--- src/rtl/shared_reg_arbiter.sv ---
// Round-robin arbiter that lets N requesters write one shared WIDTH-bit register
// over valid/ready, then holds off new requests for HOLD quiet cycles after each write.
module shared_reg_arbiter #(
    parameter int unsigned N     = 4,
    parameter int unsigned WIDTH = 8,
    parameter int unsigned HOLD  = 2
) (
    input  logic                   clk,
    input  logic                   rst,
    input  logic [N-1:0]           req_valid,
    input  logic [N*WIDTH-1:0]     req_data,
    output logic [N-1:0]           req_ready,
    output logic [WIDTH-1:0]       q,
    output logic                   q_valid,
    output logic [$clog2(N)-1:0]   grant_id,
    output logic                   busy
);

    localparam int unsigned PTR_W = $clog2(N);
    localparam int unsigned CNT_W = 4;

    localparam logic [0:0] ST_IDLE = 1'b0;
    localparam logic [0:0] ST_HOLD = 1'b1;

    logic [0:0]       state_q, state_d;
    logic [CNT_W-1:0] cnt_q,   cnt_d;
    logic [PTR_W-1:0] ptr_q,   ptr_d;
    logic [WIDTH-1:0] q_q,     q_d;
    logic             q_valid_q, q_valid_d;
    logic [PTR_W-1:0] grant_q, grant_d;
    logic             busy_q,  busy_d;

    logic             found;
    logic [PTR_W-1:0] win;
    logic [N-1:0]     rot_valid;
    logic [WIDTH-1:0] win_data;
    logic             accept;

    // Rotate the request vector so index 0 is the current priority holder.
    always_comb begin : arb_search
        rot_valid = N'({req_valid, req_valid} >> ptr_q);
        found     = 1'b0;
        win       = '0;
        for (int unsigned off = 0; off < N; off++) begin
            if (!found && rot_valid[off]) begin
                found = 1'b1;
                win   = PTR_W'((32'(ptr_q) + off) % N);
            end
        end
    end

    always_comb begin : data_mux
        win_data = '0;
        for (int unsigned i = 0; i < N; i++) begin
            if (win == PTR_W'(i)) begin
                win_data = req_data[i*WIDTH +: WIDTH];
            end
        end
    end

    assign accept    = !rst && (state_q == ST_IDLE) && found;
    assign req_ready = accept ? (N'(1) << win) : '0;

    // Next-state and registered-output logic.
    always_comb begin : fsm_next
        state_d   = state_q;
        cnt_d     = cnt_q;
        ptr_d     = ptr_q;
        q_d       = q_q;
        q_valid_d = 1'b0;
        grant_d   = grant_q;
        busy_d    = busy_q;
        case (state_q)
            ST_IDLE: begin
                if (found) begin
                    q_d       = win_data;
                    grant_d   = win;
                    q_valid_d = 1'b1;
                    ptr_d     = (32'(win) == N - 1) ? '0 : win + PTR_W'(1);
                    if (HOLD != 0) begin
                        state_d = ST_HOLD;
                        cnt_d   = CNT_W'(HOLD - 1);
                        busy_d  = 1'b1;
                    end
                end
            end
            ST_HOLD: begin
                if (cnt_q == '0) begin
                    state_d = ST_IDLE;
                    busy_d  = 1'b0;
                end else begin
                    cnt_d = cnt_q - CNT_W'(1);
                end
            end
            default: begin
                state_d = ST_IDLE;
                busy_d  = 1'b0;
            end
        endcase
    end

    always_ff @(posedge clk) begin : fsm_regs
        if (rst) begin
            state_q   <= ST_IDLE;
            cnt_q     <= '0;
            ptr_q     <= '0;
            q_q       <= '0;
            q_valid_q <= 1'b0;
            grant_q   <= '0;
            busy_q    <= 1'b0;
        end else begin
            state_q   <= state_d;
            cnt_q     <= cnt_d;
            ptr_q     <= ptr_d;
            q_q       <= q_d;
            q_valid_q <= q_valid_d;
            grant_q   <= grant_d;
            busy_q    <= busy_d;
        end
    end

    assign q        = q_q;
    assign q_valid  = q_valid_q;
    assign grant_id = grant_q;
    assign busy     = busy_q;

endmodule

--- config.mk ---
export PLATFORM = sky130hd
export DESIGN_NAME = shared_reg_arbiter
export DESIGN_NICKNAME = d
export VERILOG_FILES = /design/src/rtl/shared_reg_arbiter.sv
export SDC_FILE = /design/constraint.sdc
export NUM_CORES = 1
export LEC_CHECK = 0
export ABC_CLOCK_PERIOD_IN_PS = 2500
export CAP_MARGIN = 10
export CORE_UTILIZATION = 37
export DETAILED_ROUTE_END_ITERATION = 8
export HOLD_SLACK_MARGIN = 0.06
export PLACE_DENSITY = 0.76
export SYNTH_ARGS = -nofsm -noshare
export SYNTH_HDL_FRONTEND = slang
export SYNTH_SLANG_ARGS = --single-unit
export TNS_END_PERCENT = 100
--- constraint.sdc ---
create_clock -name clk -period 2.5 [get_ports clk]
set_clock_uncertainty 0.2 [all_clocks]
set_input_delay 0.375 -clock clk [delete_from_list [all_inputs] [get_ports clk]]
set_output_delay 0.375 -clock clk [all_outputs]
set_load 0.01 [all_outputs]
==> impl_results.md, run 1 <==
- Post-route DRC: 3
- Total inserted antenna cells: 0
- Hold Path Stages: 2
- Final setup violation count: 0
- Final standard cell count with taps included and fillers excluded: between 200 and 250
- Switching Fraction: 0.335
- Total via count in the routed design: 1265
- Seq. cell area: 384 µm²
- Worst skew pair latency: about 0.29 ns
- Number of register bits inferred by synthesis: 19
- Clock-pin transition on the worst setup and hold timing paths: 0.11 ns
- DRT Wirelength: 3.06 mm
- P_sw: 325 µW
- Flip-flop cell with the highest count after synthesis: sky130_fd_sc_hd__dfxtp_1
- Num CTS Buffers: 3
- I/O pin cnt: 54
- Root buffer selected by CTS: sky130_fd_sc_hd__clkbuf_4
- First-pass GRT wire length: 4.89 mm
- Buffers added on ports: 53
- RSZ-0062 raised after global routing: false
- Comb pwr share: 0.456
- Net count of the mapped netlist: 188
- Slew Limit Headroom: 0.807
- Maximum vdd drop: 0.000251 V
- TritonCTS clock tree: done
- Violated checks: design-rule violations
- Final GP Congestion: 0.763
- Worst min-delay path endpoint: grant_id[0]
- Clock share of power: 0.161
- Unique cell type count in the Yosys netlist: 30
- Path type of the worst setup path: reg -> out
- Chip Height: roughly 58 µm
- Global-route layer with the greatest usage: met2
- Initial antenna violation count: 0
- Number of DRC violations after detailed-routing iteration 0: 31
- Core area: about 2900 µm²
- Met3 GRT Util: 0.0536
- Sort of element at the end of the critical path: primary output
- Mapped Cells: roughly 140
- Leak pwr: 0.000717 µW
- Overall Global Routing Usage: 0.186
- FF-to-FF End: q[7]
- Max-slew violation total from the final report: 0
- Sequential area share after synthesis: 0.331
- Critical Path AT: roughly 1.8 ns
- Post-route fraction of the period consumed by the critical path: 0.954
- Mapped Area: 1150 µm²
- Met1 capacity usage during global routing: 0.233
- Worst Tran Pin Value: 0.287 ns
- Maximum buffer depth of the clock tree: 2
- # clock sinks: 19
- Share of final-layout standard cells stronger than drive strength 1: 0.133
- Multi-input logic area: 668 µm²
- Die Area: between 3000 and 4000 µm²
- Cell Int Power: approximately 640 µW
- Register-to-Register Setup Slack: 0.23 ns
- Critical Path RT: 1.92 ns
- Fillcell total: 256
- Worst r2r path cells: 10
- Yosys synthesis warning count: 0
- Count of flip-flops with a built-in enable after synthesis: 0
- Aggregate negative setup slack: 0 ns
- Sequential share of power: 0.384
- Number of nets with antenna violations after detailed routing: 0
- Power Density: 545 nW/µm²
- Max_cap viols: 0
- Average routed wire per standard cell: 13.1 µm
- Highest fanout seen on the critical path: 6
- Achievable Freq: 0.419 GHz
- Worst reg2reg path startpoint: ptr_q[1]
- Number of iterations in the first detailed-routing pass: 6
- Via count of the first global-routing pass: 1151
- Pin count of the biggest net entering global routing: 22
- Source of the worst hold timing path: grant_id[0]
- Die width: 57.7 µm
- GRT overflow: 0
- Fin crit period: 2.38 ns
- Critical Path Start Type: register
- CTS hold repair buffers: 0
- Post-synthesis average cell area: around 8 µm²
- Initial Utilization: 0.403
- Worst min path class: reg -> reg
- Number of rows in the core area: 19
- Run status: finished with violations
- Met2 layer usage reported by global route: 0.317
- Instance count after placement with tap cells included: 229
- Number of hold-slack violations in the final timing report: 0
- Level count of the clock H-tree: 1
- Most frequent cells in the layout: sky130_fd_sc_hd__clkdlybuf4s50_1 (45), sky130_fd_sc_hd__dfxtp_1 (18), sky130_fd_sc_hd__a21oi_1 (15), sky130_fd_sc_hd__inv_1 (14), sky130_fd_sc_hd__buf_4 (13)
- Ys async rst share: 0
- Area grow syn2layout: 54.7%
- Most frequent standard cell in the layout excluding fill and tap cells: sky130_fd_sc_hd__clkdlybuf4s50_1
- Detailed placer's ending HPWL: 2.39 mm
- Number of nets in the layout: 248
- Average vias per placed instance: between 5 and 6
-- worst max path at each step --
stage	startpoint	end	slack, ns	depth (start not counted)
after floorplan	ptr_q[1]	req_ready[3]	0.06	7
after CTS	ptr_q[1]	req_ready[0]	0.01	8
after detailed placement	req_valid[0]	req_ready[2]	-0.41	9
after global routing	ptr_q[1]	req_ready[0]	0.001	8
final	ptr_q[1]	req_ready[0]	0.12	8
after global placement	req_valid[0]	req_ready[3]	-0.36	9
-- flip-flops by register name, summed over array words and instances, names as in the netlist --
name / count
q: 8
cnt_q: 4
grant_id: 2
ptr_q: 2
busy: 1
q_valid: 1
state_q: 1
-- layer usage --
| metal | vias to the layer above | wire, µm |
|---|---|---|
| li1 | 639 | - |
| met1 | 578 | 1360 |
| met2 | 48 | 1460 |
| met3 | 0 | 244 |
| met4 | 0 | 0 |
| met5 | - | 0 |
-- critical path, cell delays in order, from the launching register on --
cell and delay, ns:
sky130_fd_sc_hd__dfxtp_4 0.39, sky130_fd_sc_hd__mux2i_1 0.18, sky130_fd_sc_hd__nor2_1 0.07, sky130_fd_sc_hd__nor3_1 0.17, sky130_fd_sc_hd__buf_4 0.17, sky130_fd_sc_hd__inv_1 0.07
sky130_fd_sc_hd__ha_1 0.21, sky130_fd_sc_hd__and2_1 0.14, sky130_fd_sc_hd__clkbuf_2 0.12
-- power groups by stage --
stage	sequential (µW)	combinational, µW	clock, µW
after floorplan	387	229	0
after global placement	377	424	0
after detailed placement	378	438	0
after CTS	372	435	161
after global routing	378	484	169
final	372	442	156
-- synthesized netlist by cell type (2+ instances only) --
library cell / instances / share of area
sky130_fd_sc_hd__buf_6: 2 / 0.020
sky130_fd_sc_hd__o31ai_1: 3 / 0.020
sky130_fd_sc_hd__inv_1: 14 / 0.046
sky130_fd_sc_hd__a21oi_1: 15 / 0.065
sky130_fd_sc_hd__ha_1: 6 / 0.065
sky130_fd_sc_hd__nor2_1: 12 / 0.039
sky130_fd_sc_hd__buf_2: 3 / 0.013
sky130_fd_sc_hd__dfxtp_1: 19 / 0.33
sky130_fd_sc_hd__a211oi_1: 9 / 0.059
sky130_fd_sc_hd__and2_1: 4 / 0.022
sky130_fd_sc_hd__nand3b_1: 12 / 0.078
sky130_fd_sc_hd__buf_1: 2 / 0.0065
sky130_fd_sc_hd__a221oi_1: 9 / 0.069
sky130_fd_sc_hd__clkbuf_1: 4 / 0.013
sky130_fd_sc_hd__nor3_1: 12 / 0.052
sky130_fd_sc_hd__nand2_1: 4 / 0.013
-- cells by family (layout without fill, tap and decap cells) --
| kind of cell | after synthesis | count (layout) | share of synthesized area |
|---|---|---|---|
| mux | 1 | 1 | 0.00871 |
| simple gates | 53 | 53 | 0.263 |
| buf+inv | 25 | 84 | 0.0979 |
| flops | 19 | 19 | 0.331 |
| compound gates | 40 | 40 | 0.234 |
| fa+ha+maj | 6 | 6 | 0.0653 |
-- per-stage QoR --
step / area [µm²] / total power, µW / worst slack [ns] / hold WS, ns / utilization
2_1_floorplan: 1150 / 616 / 0.0633 / 0.256 / -
3_3_place_gp: 1750 / 801 / -0.357 / 0.263 / 0.613
3_5_place_dp: 1750 / 816 / -0.409 / 0.277 / 0.613
4_1_cts: 1770 / 967 / 0.0115 / 0.296 / 0.621
5_1_grt: 1780 / 1030 / 0.00133 / 0.314 / 0.624
6_report: 1780 / 970 / 0.116 / 0.289 / 0.624
-- timing repair --
action / 4_1_cts / 5_1_grt
gates resized for setup: 10 / 10
endpoints found under the setup margin: 5 / 5
setup buffers: 0 / 1
pin swaps: 1 / 2
-- cell type report --
type / count / share of cell area
Clock inverter: 1 / 0.00281
Clock buffer: 3 / 0.0127
Multi-Input combinational cell: 100 / 0.376
Timing Repair Buffer: 66 / 0.342
Sequential cell: 19 / 0.216
Inverter: 14 / 0.0295
Tap cell: 31 / 0.0218
(Power assumes the default switching activity.)
==> inputs of run 2 (changes only) <==
CORE_UTILIZATION = 38   (was 37)
CTS_BUF_LIST = sky130_fd_sc_hd__clkbuf_2   (was unset)
CTS_CLUSTER_DIAMETER = 100   (was unset)
PLACE_DENSITY = 0.78   (was 0.76)
==> run 2 against run 1 <==
  * The run still ends with design-rule violations left
  * Flip-flop and latch count unchanged
  * Die area decreased by 2.5%
  * Setup slack got worse by 0.11 ns
  * First-iteration DRC count unchanged
  * Fmax decreased by 4.4%
  * Register-to-register slack got worse by 0.10 ns
  * Combinational power increased by 14%
  * Count of clock-buffer cells in the layout unchanged
  * Cell count increased by 1.3%
  * Critical path type unchanged
  * Critical path depth increased by 1
  * Largest cell class unchanged
  * Design area increased by 7.2%
==> impl_results.md, run 2 (same netlist as run 1, synthesis figures left out) <==
- Run status: finished with violations
- Violated checks: design-rule violations
- Detailed placer's ending HPWL: 2.31 mm
- Post-route fraction of the period consumed by the critical path: 0.997
- Leak pwr: 0.000753 µW
- Final GP Congestion: 0.754
- Root buffer selected by CTS: sky130_fd_sc_hd__clkbuf_2
- Buffers and inverters on the worst path: 4
- Critical Path Start Type: register
- Area grow syn2layout: 65.8%
- Maximum vdd drop: 0.000300 V
- Highest fanout seen on the critical path: 5
- Max_cap viols: 0
- Level count of the clock H-tree: 1
- Num CTS Buffers: 3
- I/O pin cnt: 54
- CP max stage delay: 0.42 ns
- Worst r2r path cells: 12
- Pin count of the biggest net entering global routing: 22
- CTS hold repair buffers: 0
- First-pass GRT wire length: 5.20 mm
- Hold Path Stages: 2
- Total via count in the routed design: 1296
- Core area: about 2800 µm²
- Share of final-layout standard cells stronger than drive strength 1: 0.228
- Final standard cell count with taps included and fillers excluded: 237
- Via count of the first global-routing pass: 1180
- Post-route DRC: 6
- RSZ-0062 raised after global routing: true
- Instance count after placement with tap cells included: 230
- Cell family with the largest share of critical-path delay: buffers and inverters
- Clock-pin transition on the worst setup and hold timing paths: 0.20 ns
- Final setup violation count: 0
- Critical Path AT: 1.92 ns
- Critical Path RT: 1.92 ns
- Initial antenna violation count: 0
- Sort of element at the end of the critical path: primary output
- DP Worst Slack: -0.398 ns
- Average routed wire per standard cell: 13.4 µm
- GRT overflow: 0
- Buffers added on ports: 53
- Die width: 57.0 µm
- # clock sinks: 19
- Power Density: between 500 and 600 nW/µm²
- Fin worst setup slack: roughly 0.0073 ns
- TritonCTS clock tree: done
- Worst skew pair latency: 0.32 ns
- Post-layout total power: 1010 µW
- Number of DRC violations after detailed-routing iteration 0: 31
- Aggregate negative setup slack: 0 ns
- Most frequent cells in the layout: sky130_fd_sc_hd__clkdlybuf4s50_1 (45), sky130_fd_sc_hd__dfxtp_1 (18), sky130_fd_sc_hd__buf_4 (15)
- Path type of the worst setup path: reg -> out
- Dominant cell type by count on the critical path: sky130_fd_sc_hd__buf_6
- Flip-flop count of the largest register after layout: 8
- Worst-path cell chain: mux2i_1, nor2_1, nor3_1, buf_4, buf_6, inv_4, ha_4, and2_4, buf_6
- Number of rows in the core area: 19
- Number of hold-slack violations in the final timing report: 0
- Total inserted antenna cells: 0
- Number of nets in the layout: between 200 and 300
- Fin crit period: 2.49 ns
- DRT Wirelength: 3.17 mm
- Worst min path class: reg -> reg
- Standard cell with the maximum stage delay on the critical path: sky130_fd_sc_hd__dfxtp_4
- Most frequent standard cell in the layout excluding fill and tap cells: sky130_fd_sc_hd__clkdlybuf4s50_1
- Achievable Freq: 0.401 GHz
- Number of iterations in the first detailed-routing pass: 6
- Slew Limit Headroom: 0.810
- Max-slew violation total from the final report: 0
- Initial Utilization: 0.410
- Worst Tran Pin Value: 0.282 ns
- Maximum buffer depth of the clock tree: 2
- Average vias per placed instance: 5.47
- Chip Height: 57.0 µm
- Cell count along the critical path: 9
- Overall Global Routing Usage: 0.202
- Number of nets with antenna violations after detailed routing: 0
- Die Area: around 3300 µm²
[run 2: cell types whose count changed in the layout (fill, tap and decap cells not counted), sizes merged]
| cell | previous run | this run |
|---|---|---|
| buf | 13 | 19 |
| clkbuf | 6 | 4 |
| clkdlybuf4s15 | 1 | 0 |
[run 2: stage by stage]
stage	area [µm²]	utilization	hold slack, ns
after floorplan	1150	-	0.256
after global placement	1760	0.626	0.264
after detailed placement	1760	0.626	0.275
after CTS	1790	0.636	0.297
after global routing	1910	0.680	0.322
final	1910	0.680	0.294
[run 2: cell type report]
| type | count | area, µm² |
|---|---|---|
| tap | 31 | 38.8 |
| clock inverter | 1 | 5.00 |
| multi-input combinational | 100 | 761 |
| fill | 209 | 898 |
| clock buffer | 3 | 15.0 |
| sequential | 19 | 384 |
| timing repair buffer | 69 | 648 |
| inverter | 14 | 55.1 |
[run 2: power breakdown]
part	switching, µW	total (µW)	internal [µW]	leakage [µW]
clock network	95.9	132	36.2	0.0000164
logic	229	504	275	0.000579
registers	28.9	374	345	0.000158
[run 2: metal layers]
metal	GRT usage	part of all wire	vias up
met4	0.0732	0.011	0
met2	0.328	0.47	51
met5	0	0	-
met1	0.270	0.46	591
met3	0.0385	0.066	4
li1	-	-	650
[run 2: what timing repair did]
item / in CTS / in global routing
endpoints found under the hold margin: 0 / 0
buffers inserted: 3 / 0
gates resized for setup: 20 / 28
pin swaps: 1 / 9
endpoints found under the setup margin: 4 / 12
[run 2: worst paths after layout]
kind,slack [ns],endpoint,startpoint
max,0.007,req_ready[2],ptr_q[1]
max reg2reg,0.13,q[0],ptr_q[1]
min reg2reg,0.29,busy,busy
min,0.29,busy,busy
[run 2: worst register-to-register path, cell delays in order (launching register included)]
cell and delay, ns:
sky130_fd_sc_hd__dfxtp_4 0.42, sky130_fd_sc_hd__mux2i_1 0.19, sky130_fd_sc_hd__nor2_1 0.08, sky130_fd_sc_hd__nor3_1 0.19
sky130_fd_sc_hd__buf_4 0.17, sky130_fd_sc_hd__buf_6 0.12, sky130_fd_sc_hd__inv_4 0.04, sky130_fd_sc_hd__ha_4 0.15
sky130_fd_sc_hd__buf_4 0.19, sky130_fd_sc_hd__a21oi_1 0.18, sky130_fd_sc_hd__a221oi_2 0.08, sky130_fd_sc_hd__a211oi_1 0.17
sky130_fd_sc_hd__nor3_1 0.07
==> inputs of run 3 (changes only) <==
CELL_PAD_IN_SITES_DETAIL_PLACEMENT = 1   (was unset)
CELL_PAD_IN_SITES_GLOBAL_PLACEMENT = 2   (was unset)
CORE_UTILIZATION = 20   (was 38)
PLACE_DENSITY = 0.77   (was 0.78)
==> run 3 against run 2 <==
  * The run now ends clean
  * Register-to-register slack barely moved
  * Sequential share of layout area fell by 0.11 points
  * Flip-flop and latch count did not move
  * Die area rose by 86%
  * Global-route usage fell by 8.3 points
  * Clock power barely moved
  * Wire length rose by 11%
  * Design area rose by 0.52%
  * Setup slack improved by 0.11 ns
  * First-iteration DRC count fell by 23%
  * Sequential power fell by 2%
  * Utilization fell by 33 points
  * Largest power group unchanged
==> impl_results.md, run 3 (same netlist as run 1, synthesis figures left out) <==
- Flip-flop count of the largest register after layout: 8
- Number of DRC violations after detailed-routing iteration 0: 24
- Critical Path Start Type: register
- Cell Int Power: 647 µW
- Fin crit period: 2.38 ns
- Number of iterations in the first detailed-routing pass: 4
- Comb pwr share: 0.497
- Worst skew pair latency: 0.31 ns
- Num CTS Buffers: 3
- Critical Path RT: between 1.5 and 2 ns
- Sequential share of power: 0.371
- Tightest hold margin: 0.297 ns
- Average vias per placed instance: about 4.5
- Max-slew violation total from the final report: 0
- Switching Fraction: 0.348
- Clock-pin transition on the worst setup and hold timing paths: 0.20 ns
- I/O pin cnt: 54
- Core area: 5540 µm²
- # clock sinks: 19
- Total via count in the routed design: 1251
- Die Area: 6060 µm²
- Buffers added on ports: 53
- RSZ-0062 raised after global routing: true
- Overall Global Routing Usage: 0.119
- Area grow syn2layout: 66.7%
- Achievable Freq: 0.421 GHz
- Initial Utilization: 0.208
- Worst min path class: reg -> reg
- Path type of the worst setup path: reg -> out
- CTS hold repair buffers: 0
- Power Density: 517 nW/µm²
- Number of hold-slack violations in the final timing report: 0
- Share of final-layout standard cells stronger than drive strength 1: 0.216
- Level count of the clock H-tree: 1
- Average routed wire per standard cell: 12.6 µm
- Most frequent cells in the layout: sky130_fd_sc_hd__clkdlybuf4s50_1 (45), sky130_fd_sc_hd__dfxtp_1 (18), sky130_fd_sc_hd__buf_4 (17), sky130_fd_sc_hd__inv_1 (14), sky130_fd_sc_hd__a21oi_1 (14)
- Number of rows in the core area: 27
- GRT overflow: 0
- Clock share of power: 0.132
- Aggregate negative setup slack: 0 ns
- Most frequent standard cell in the layout excluding fill and tap cells: sky130_fd_sc_hd__clkdlybuf4s50_1
- Pin count of the biggest net entering global routing: 22
- Post-route fraction of the period consumed by the critical path: 0.951
- Root buffer selected by CTS: sky130_fd_sc_hd__clkbuf_2
- Via count of the first global-routing pass: 1178
- Maximum buffer depth of the clock tree: 2
- Final setup violation count: 0
- Sort of element at the end of the critical path: primary output
- Die width: 77.8 µm
- Initial antenna violation count: 0
- Detailed placer's ending HPWL: 2.78 mm
- Number of nets with antenna violations after detailed routing: 0
- Slew Limit Headroom: 0.723
- Critical Path AT: 1.80 ns
- Max_cap viols: 0
- Highest fanout seen on the critical path: 5
- Leak pwr: 0.000750 µW
- P_sw: 345 µW
- DRT Wirelength: 3.53 mm
- First-pass GRT wire length: 5.81 mm
- Final GP Congestion: 0.774
- Number of nets in the layout: 253
- Worst Tran Pin Value: 0.412 ns
- Maximum vdd drop: 0.000249 V
- TritonCTS clock tree: done
- Total inserted antenna cells: 0
- Chip Height: slightly below 80 µm
- Post-route DRC: 0
- Run status: complete, no violations
run 3: changes by cell type in the layout (fill, tap and decap cells not counted), moves of 2 or more:
cell,before,now
sky130_fd_sc_hd__a21oi_2,3,1
sky130_fd_sc_hd__buf_6,4,1
sky130_fd_sc_hd__ha_2,0,4
sky130_fd_sc_hd__clkbuf_2,4,6
sky130_fd_sc_hd__buf_4,15,17
sky130_fd_sc_hd__a21oi_1,12,14
sky130_fd_sc_hd__and2_1,1,4
sky130_fd_sc_hd__inv_1,12,14
sky130_fd_sc_hd__and2_4,4,1
sky130_fd_sc_hd__ha_4,3,0
run 3: through the flow:
stage | util | worst slack (ns) | area [µm²] | cells | power [µW]
final | 0.346 | 0.122 | 1920 | 280 | 992
after CTS | 0.337 | 0.0169 | 1870 | 278 | 971
after floorplan | - | 0.0633 | 1150 | 144 | 616
after global placement | 0.329 | -0.423 | 1820 | 273 | 826
after detailed placement | 0.329 | -0.465 | 1820 | 273 | 831
after global routing | 0.346 | -0.0584 | 1920 | 280 | 1070
run 3: final cells by class:
type / count / area [µm²]
Tap cell: 72 / 90.1
Sequential cell: 19 / 384
Inverter: 14 / 52.6
Clock buffer: 3 / 15.0
Timing Repair Buffer: 71 / 644
Multi-Input combinational cell: 100 / 726
Clock inverter: 1 / 5.00
Fill cell: 680 / 3620
run 3: worst paths after layout:
path	from	end	slack, ns	cells after the start
max reg2reg	ptr_q[1]	q[2]	0.13	10
min	busy	busy	0.30	2
max	ptr_q[1]	req_ready[1]	0.12	7
min reg2reg	busy	busy	0.30	2
run 3: layer usage:
layer	vias up	routed length, µm	GRT usage
li1	648	-	-
met1	577	1680	0.165
met2	24	1660	0.181
met3	2	158	0.0282
met4	0	37	0.0340
met5	-	0	0
run 3: worst max-delay path, cell delays in order, from the launching register on:
cell and delay [ns]:
sky130_fd_sc_hd__dfxtp_4 0.42, sky130_fd_sc_hd__mux2i_1 0.19, sky130_fd_sc_hd__nor2_1 0.08, sky130_fd_sc_hd__nor3_2 0.23, sky130_fd_sc_hd__buf_4 0.16, sky130_fd_sc_hd__ha_2 0.18, sky130_fd_sc_hd__and2_1 0.11, sky130_fd_sc_hd__buf_2 0.12
run 3: repair_timing:
action	CTS	global route
pin swaps	1	6
buffers inserted	1	2
gates resized for setup	19	16
setup endpoints to repair	12	12
cloned	0	0
run 3: power by group through the flow:
stage	Clock, µW	Combinational (µW)	Sequential (µW)
after floorplan	0	229	387
after global routing	153	546	374
final	131	493	368
after global placement	0	450	376
after CTS	140	460	371
after detailed placement	0	454	377
